--- src/rtl/vga_timing_gen_if.sv ---
// vga_timing_gen_if: scan position, sync and frame status bundle from the timing generator to renderers.
interface vga_timing_gen_if;
   logic        pix_en;
   logic        hs;
   logic        vs;
   logic        blank;
   logic        sync;
   logic [9:0]  DrawX;
   logic [9:0]  DrawY;
   logic        frame_start;
   logic [15:0] frame_count;
   modport master (
      input  pix_en,
      output hs, vs, blank, sync, DrawX, DrawY, frame_start, frame_count
   );
   modport slave (
      output pix_en,
      input  hs, vs, blank, sync, DrawX, DrawY, frame_start, frame_count
   );
endinterface

--- src/rtl/vga_timing_gen.sv ---
// vga_timing_gen: VGA scan counters with sync/blank decode and frame status.
// Define VGA_PIPE_ALIGN_EN to delay hs/vs/blank/frame_start by one enabled clock.
module vga_timing_gen #(
   parameter int H_VISIBLE = 640,
   parameter int H_FRONT   = 16,
   parameter int H_SYNC    = 96,
   parameter int H_BACK    = 48,
   parameter int V_VISIBLE = 480,
   parameter int V_FRONT   = 10,
   parameter int V_SYNC    = 2,
   parameter int V_BACK    = 33
) (
   input logic              vga_clk,
   input logic              reset_n,
   vga_timing_gen_if.master vga
);
   localparam logic [9:0] H_LAST   = 10'(H_VISIBLE + H_FRONT + H_SYNC + H_BACK - 1);
   localparam logic [9:0] V_LAST   = 10'(V_VISIBLE + V_FRONT + V_SYNC + V_BACK - 1);
   localparam logic [9:0] H_VIS    = 10'(H_VISIBLE);
   localparam logic [9:0] V_VIS    = 10'(V_VISIBLE);
   localparam logic [9:0] HS_FIRST = 10'(H_VISIBLE + H_FRONT);
   localparam logic [9:0] HS_LAST  = 10'(H_VISIBLE + H_FRONT + H_SYNC - 1);
   localparam logic [9:0] VS_FIRST = 10'(V_VISIBLE + V_FRONT);
   localparam logic [9:0] VS_LAST  = 10'(V_VISIBLE + V_FRONT + V_SYNC - 1);

   logic [9:0]  x, y, nx, ny;
   logic        hs_d, vs_d, blank_d, fs_d;
   logic        hs_n, vs_n, blank_n, wrap;
   logic [15:0] fc;

   // Decode from the next-state counters so registered outputs line up with DrawX/DrawY.
   always_comb begin
      wrap    = vga.pix_en && x == H_LAST && y == V_LAST;
      nx      = !vga.pix_en ? x : (x == H_LAST ? '0 : x + 10'd1);
      ny      = (!vga.pix_en || x != H_LAST) ? y : (y == V_LAST ? '0 : y + 10'd1);
      hs_n    = !(nx >= HS_FIRST && nx <= HS_LAST);
      vs_n    = !(ny >= VS_FIRST && ny <= VS_LAST);
      blank_n = nx < H_VIS && ny < V_VIS;
   end

   // Reset parks the scan on the last pixel so the first enabled edge opens a frame.
   always_ff @(posedge vga_clk) begin
      if (!reset_n) begin
         x       <= H_LAST;
         y       <= V_LAST;
         hs_d    <= 1'b1;
         vs_d    <= 1'b1;
         blank_d <= 1'b0;
         fs_d    <= 1'b0;
         fc      <= '0;
      end else begin
         x       <= nx;
         y       <= ny;
         hs_d    <= hs_n;
         vs_d    <= vs_n;
         blank_d <= blank_n;
         fs_d    <= wrap;
         fc      <= fc + 16'(wrap);
      end
   end

`ifdef VGA_PIPE_ALIGN_EN
   logic hs_q, vs_q, blank_q, fs_q;

   // Leaving (0,0) happens exactly once per frame, which yields a one-clock delayed pulse even across stalls.
   always_ff @(posedge vga_clk) begin
      if (!reset_n) begin
         hs_q    <= 1'b1;
         vs_q    <= 1'b1;
         blank_q <= 1'b0;
         fs_q    <= 1'b0;
      end else begin
         fs_q <= vga.pix_en && x == '0 && y == '0;
         if (vga.pix_en) begin
            hs_q    <= hs_d;
            vs_q    <= vs_d;
            blank_q <= blank_d;
         end
      end
   end

   assign vga.hs          = hs_q;
   assign vga.vs          = vs_q;
   assign vga.blank       = blank_q;
   assign vga.frame_start = fs_q;
`else
   assign vga.hs          = hs_d;
   assign vga.vs          = vs_d;
   assign vga.blank       = blank_d;
   assign vga.frame_start = fs_d;
`endif

   assign vga.sync        = 1'b0;
   assign vga.DrawX       = x;
   assign vga.DrawY       = y;
   assign vga.frame_count = fc;
endmodule
--- src/flat_wrapper.sv ---
// flat-port wrapper written by rule: the top's interface ports become plain ports
module vga_timing_gen_flat 
#(
   parameter int H_VISIBLE = 640,
   parameter int H_FRONT   = 16,
   parameter int H_SYNC    = 96,
   parameter int H_BACK    = 48,
   parameter int V_VISIBLE = 480,
   parameter int V_FRONT   = 10,
   parameter int V_SYNC    = 2,
   parameter int V_BACK    = 33
)
  (vga_clk, reset_n, vga_pix_en, vga_hs, vga_vs, vga_blank, vga_sync, vga_DrawX, vga_DrawY, vga_frame_start, vga_frame_count);
  vga_timing_gen_if vga_i ();
  input logic vga_clk;
  input logic reset_n;
  input wire logic [$bits(vga_i.pix_en)-1:0] vga_pix_en;
  output wire logic [$bits(vga_i.hs)-1:0] vga_hs;
  output wire logic [$bits(vga_i.vs)-1:0] vga_vs;
  output wire logic [$bits(vga_i.blank)-1:0] vga_blank;
  output wire logic [$bits(vga_i.sync)-1:0] vga_sync;
  output wire logic [$bits(vga_i.DrawX)-1:0] vga_DrawX;
  output wire logic [$bits(vga_i.DrawY)-1:0] vga_DrawY;
  output wire logic [$bits(vga_i.frame_start)-1:0] vga_frame_start;
  output wire logic [$bits(vga_i.frame_count)-1:0] vga_frame_count;
  assign vga_i.pix_en = vga_pix_en;
  assign vga_hs = vga_i.hs;
  assign vga_vs = vga_i.vs;
  assign vga_blank = vga_i.blank;
  assign vga_sync = vga_i.sync;
  assign vga_DrawX = vga_i.DrawX;
  assign vga_DrawY = vga_i.DrawY;
  assign vga_frame_start = vga_i.frame_start;
  assign vga_frame_count = vga_i.frame_count;
  vga_timing_gen #(.H_VISIBLE(H_VISIBLE), .H_FRONT(H_FRONT), .H_SYNC(H_SYNC), .H_BACK(H_BACK), .V_VISIBLE(V_VISIBLE), .V_FRONT(V_FRONT), .V_SYNC(V_SYNC), .V_BACK(V_BACK)) u_core (.vga_clk(vga_clk), .reset_n(reset_n), .vga(vga_i));
endmodule
--- config.mk ---
export PLATFORM = sky130hd
export DESIGN_NAME = vga_timing_gen_flat
export DESIGN_NICKNAME = d
export VERILOG_FILES = /design/src/rtl/vga_timing_gen_if.sv /design/src/rtl/vga_timing_gen.sv /design/src/flat_wrapper.sv
export SDC_FILE = /design/constraint.sdc
export NUM_CORES = 1
export LEC_CHECK = 0
export ABC_AREA = 1
export BUFFER_PORTS_ARGS = -buffer_cell sky130_fd_sc_hd__buf_2
export CORE_MARGIN = 1
export CORE_UTILIZATION = 49
export CTS_CLUSTER_SIZE = 28
export DETAILED_ROUTE_END_ITERATION = 10
export PLACE_DENSITY = 0.77
export SYNTH_ARGS = -nofsm -noshare
export SYNTH_HDL_FRONTEND = slang
export SYNTH_SLANG_ARGS = --single-unit
--- constraint.sdc ---
create_clock -name vga_clk -period 2.38 [get_ports vga_clk]
set_input_delay 0.238 -clock vga_clk [delete_from_list [all_inputs] [get_ports vga_clk]]
set_output_delay 0.238 -clock vga_clk [all_outputs]
set_load 0.03 [all_outputs]
==> flow_metrics.py <==
metrics = {
    "status": {
        "status": "complete, no violations",
    },
    "timing": {
        "finalMaxSlewViolations": 0,
        "max_slew_margin_pct": 64.69,
        "worst_pin_slew_ns": 0.5264,
        "finalHoldViolCount": 0,
        "min_period_ns": 2.257,
        "whs_ns": 0.3528,
        "max_freq_mhz": 443.1,
        "clock_skew_ns": 0.009562,
        "post-route-period-util_pct": 94.83,
        "setup_viol": 0,
        "setup_ws_ns": 0.1231,
    },
    "placed_design": {
        "portBuffers": 42,
        "placed_cell_area_um2": 2534,
        "pre_cts_ws_ns": 0.1046,
        "gp_congestion": 0.8801,
        "dp_hpwl_um": 3738,
    },
    "setup_path": {
        "worst_ep_required_time_ns": 2.55,
        "rr_worst_depth": 15,
        "r2r-start": "u_core.vga.DrawX[1]$_SDFF_PN1_",
        "critPathMaxFanout": 4,
        "timing_worst_setup_path_type": "flop to flop",
        "r2r_end": "u_core.vga.frame_count[14]$_SDFF_PN0_",
        "cp.arrival_ns": 2.43,
        "rrSetupSlack_ns": 0.12,
        "startpoint_type": "flop",
        "cp-end-kind": "flop",
    },
    "synth": {
        "yosys_warnings": 0,
        "syn_area_um2": 2216,
        "ys_ff_latch": 40,
        "syn_nets": 330,
        "yosysUniqueCellTypes": 39,
        "avgSynthCellArea_um2": 6.882,
        "synth_cells": 322,
        "ys_seq_area_share_pct": 36.14,
    },
    "clock_tree": {
        "cts_buffers": 5,
        "clock-root-buffer": "clkbuf_8",
        "clkSlewWorstSetupHoldPaths_ns": 0.08,
        "cts_tree": "done",
        "cts_buffer_depth": 2,
        "clkLatencyLatePin_ns": 0.29,
        "cts.sinks": 40,
        "htree_levels": 2,
    },
    "detailed_routing": {
        "wl_um": 5063,
        "vias": 2155,
        "first_pass_iters": 4,
        "drt_iter0_markers": 178,
        "drc_errors": 0,
        "ant_nets": 0,
        "post_drt_wl_per_cell_um": 11.77,
        "via_per_inst": 5.012,
    },
    "layout": {
        "finalInstanceArea_um2": 2736,
        "fin_nets": 385,
        "antennaDiodeCount": 0,
        "nFillCells": 393,
        "drive_above_1_share_pct": 29.10,
        "multiInputGateArea_um2": 1230,
        "syn_to_final_growth_pct": 23.49,
        "regArea_um2": 817.0,
    },
    "grt": {
        "grt_max_degree": 20,
        "use_met2_pct": 36.46,
        "antenna_found_initial": 0,
        "grt_use_total_pct": 21.41,
        "top_usage_layer": "met2",
        "grt_pass1_wl_um": 8411,
        "grt_overflow": 0,
        "met1_usage_pct": 27.41,
        "grt_pass1_vias": 1886,
        "met3_usage_pct": 5.087,
    },
    "die": {
        "die_h_um": 69.25,
        "start_util_pct": 50.89,
        "die_area_um2": 4795,
        "die_w_um": 69.25,
        "fp-row-count": 24,
        "core_area_um2": 4354,
        "io_pins": 44,
    },
    "run": {
        "cap_violations": 0,
    },
    "hold_path": {
        "min_from": "vga_pix_en",
        "holdPathStages": 3,
        "holdPathEnd": "u_core.vga.DrawX[1]$_SDFF_PN1_",
        "min_path_type": "input pin to flop",
    },
    "power": {
        "power.density_nw_per_um2": 844.7,
        "vdd_drop_max_v": 0.0003359,
        "total_power_mw": 2.311,
        "power_leakage_nw": 1.384,
    },
}
==> worst max path at each step <==
stage,start,end,slack (ns),cells after the start
2_1_floorplan,u_core.vga.DrawX[0]$_SDFF_PN1_,u_core.vga.frame_count[8]$_SDFF_PN0_,0.02,16
3_3_place_gp,u_core.vga.DrawX[0]$_SDFF_PN1_,u_core.vga.frame_count[14]$_SDFF_PN0_,0.16,15
3_5_place_dp,u_core.vga.DrawX[0]$_SDFF_PN1_,u_core.vga.frame_count[13]$_SDFF_PN0_,0.10,15
4_1_cts,u_core.vga.DrawX[0]$_SDFF_PN1_,u_core.vga.frame_count[14]$_SDFF_PN0_,0.08,15
5_1_grt,u_core.vga.DrawY[0]$_SDFF_PN0_,u_core.vga.frame_count[14]$_SDFF_PN0_,-0.06,16
6_report,u_core.vga.DrawX[1]$_SDFF_PN1_,u_core.vga.frame_count[14]$_SDFF_PN0_,0.12,15
==> cells in the mapped netlist <==
master,count,area share (%)
o21ai_0,7,1.6
nor3_1,3,0.68
inv_1,46,7.8
clkinv_1,2,0.34
a21oi_1,13,2.9
o221a_2,1,0.51
nand3_1,24,5.4
nand3_4,1,0.79
nand3_2,2,0.90
nor3_2,3,1.4
clkbuf_1,3,0.51
o21a_1,2,0.68
nand2_4,1,0.51
nand4_4,2,1.9
nor2_8,1,0.90
clkinv_2,1,0.23
nor4_1,1,0.28
nor2_2,7,2.0
nor2_4,2,1.0
conb_1,1,0.17
nor3b_1,1,0.34
nand2_1,85,14
or2_2,1,0.28
ha_1,5,2.8
nand4_1,6,1.7
inv_2,6,1.0
dfxtp_1,40,36
and3_1,2,0.56
o21ai_2,1,0.40
clkinv_4,1,0.40
a21o_1,1,0.34
nor2_1,34,5.8
buf_8,1,0.68
buf_4,2,0.68
a22oi_1,1,0.34
nand2_2,2,0.56
xor2_1,2,0.79
o21ai_1,5,1.1
xnor2_1,3,1.2
==> flip-flops by register name, indices dropped and copies added, names as in the netlist <==
name	count
u_core.vga.frame_count	16
u_core.vga.blank	1
u_core.vga.DrawY	10
u_core.vga.hs	1
u_core.vga.DrawX	10
u_core.vga.vs	1
u_core.vga.frame_start	1
==> timing repair <==
| item | 4_1_cts | 5_1_grt |
|---|---|---|
| setup buffers | 0 | 5 |
| endpoints found under the setup margin | 0 | 7 |
| hold buffers | 0 | 0 |
| gates resized for setup | 0 | 16 |
==> metal layers <==
| metal | routed length, µm | up-vias | share of wire, % |
|---|---|---|---|
| li1 | - | 1119 | - |
| met1 | 2304 | 984 | 46 |
| met2 | 2509 | 47 | 50 |
| met3 | 213 | 5 | 4.2 |
| met4 | 35 | 0 | 0.69 |
| met5 | 0 | - | 0 |
==> kinds of logic after synthesis <==
family,synth area share (%)
simple gates,39.36
buf+inv,11.63
flops,36.14
other cells,0.1692
compound gates,7.905
xor+xnor,1.977
fa+ha+maj,2.823
==> report_power, final <==
part / leakage, nW / switching (mW) / internal (mW) / total [mW]
logic: 1.00 / 0.601 / 0.329 / 0.930
registers: 0.325 / 0.0836 / 0.749 / 0.833
clock network: 0.0552 / 0.237 / 0.311 / 0.548
total: 1.38 / 0.922 / 1.39 / 2.31
==> cells in the final DEF (no fill, tap or decap), types with 2 or more instances in the layout <==
cell type / count
clkinv_1: 2
ha_4: 3
xnor2_1: 3
xor2_1: 2
nand4_1: 6
clkbuf_8: 5
nand4_4: 2
nor3_1: 3
dfxtp_1: 33
nor2_1: 34
o21ai_1: 5
a21oi_1: 13
inv_1: 43
nand2_1: 82
nor3_4: 2
nand2_2: 4
nor2_2: 6
nand3_1: 24
dfxtp_4: 3
inv_2: 9
nor2_4: 3
ha_1: 2
nand2_4: 2
o21ai_0: 7
buf_2: 42
dfxtp_2: 4
nand3_2: 2
clkinv_2: 2
buf_4: 12
o21a_1: 2
==> per-stage QoR <==
stage	instances	utilization [%]	TNS [ns]
3_5_place_dp	417	58.19	0
2_1_floorplan	322	-	0
5_1_grt	430	62.84	-0.2104
4_1_cts	425	60.66	0
3_3_place_gp	417	58.19	0
6_report	430	62.84	0
==> cell type report <==
class	instances	share of cell area, %
clock buffer	6	2.652
multi-input combinational	220	44.95
tap	52	2.378
timing repair buffer	54	10.97
inverter	56	7.910
sequential	40	29.86
clock inverter	2	1.280
==> critical path, stage by stage, from the launching register on <==
cell and delay, ns:
dfxtp_4 0.37, ha_4 0.14, nand2_4 0.07, inv_2 0.07, nand3_4 0.09, nor2_8 0.12, nand2_2 0.08, inv_2 0.07
ha_4 0.14, ha_4 0.13, nand2_1 0.06, inv_2 0.06, nand4_1 0.20, nor3_4 0.30, and3_4 0.20, nor3_1 0.03
No activity file was read; power rests on OpenSTA's default activity.
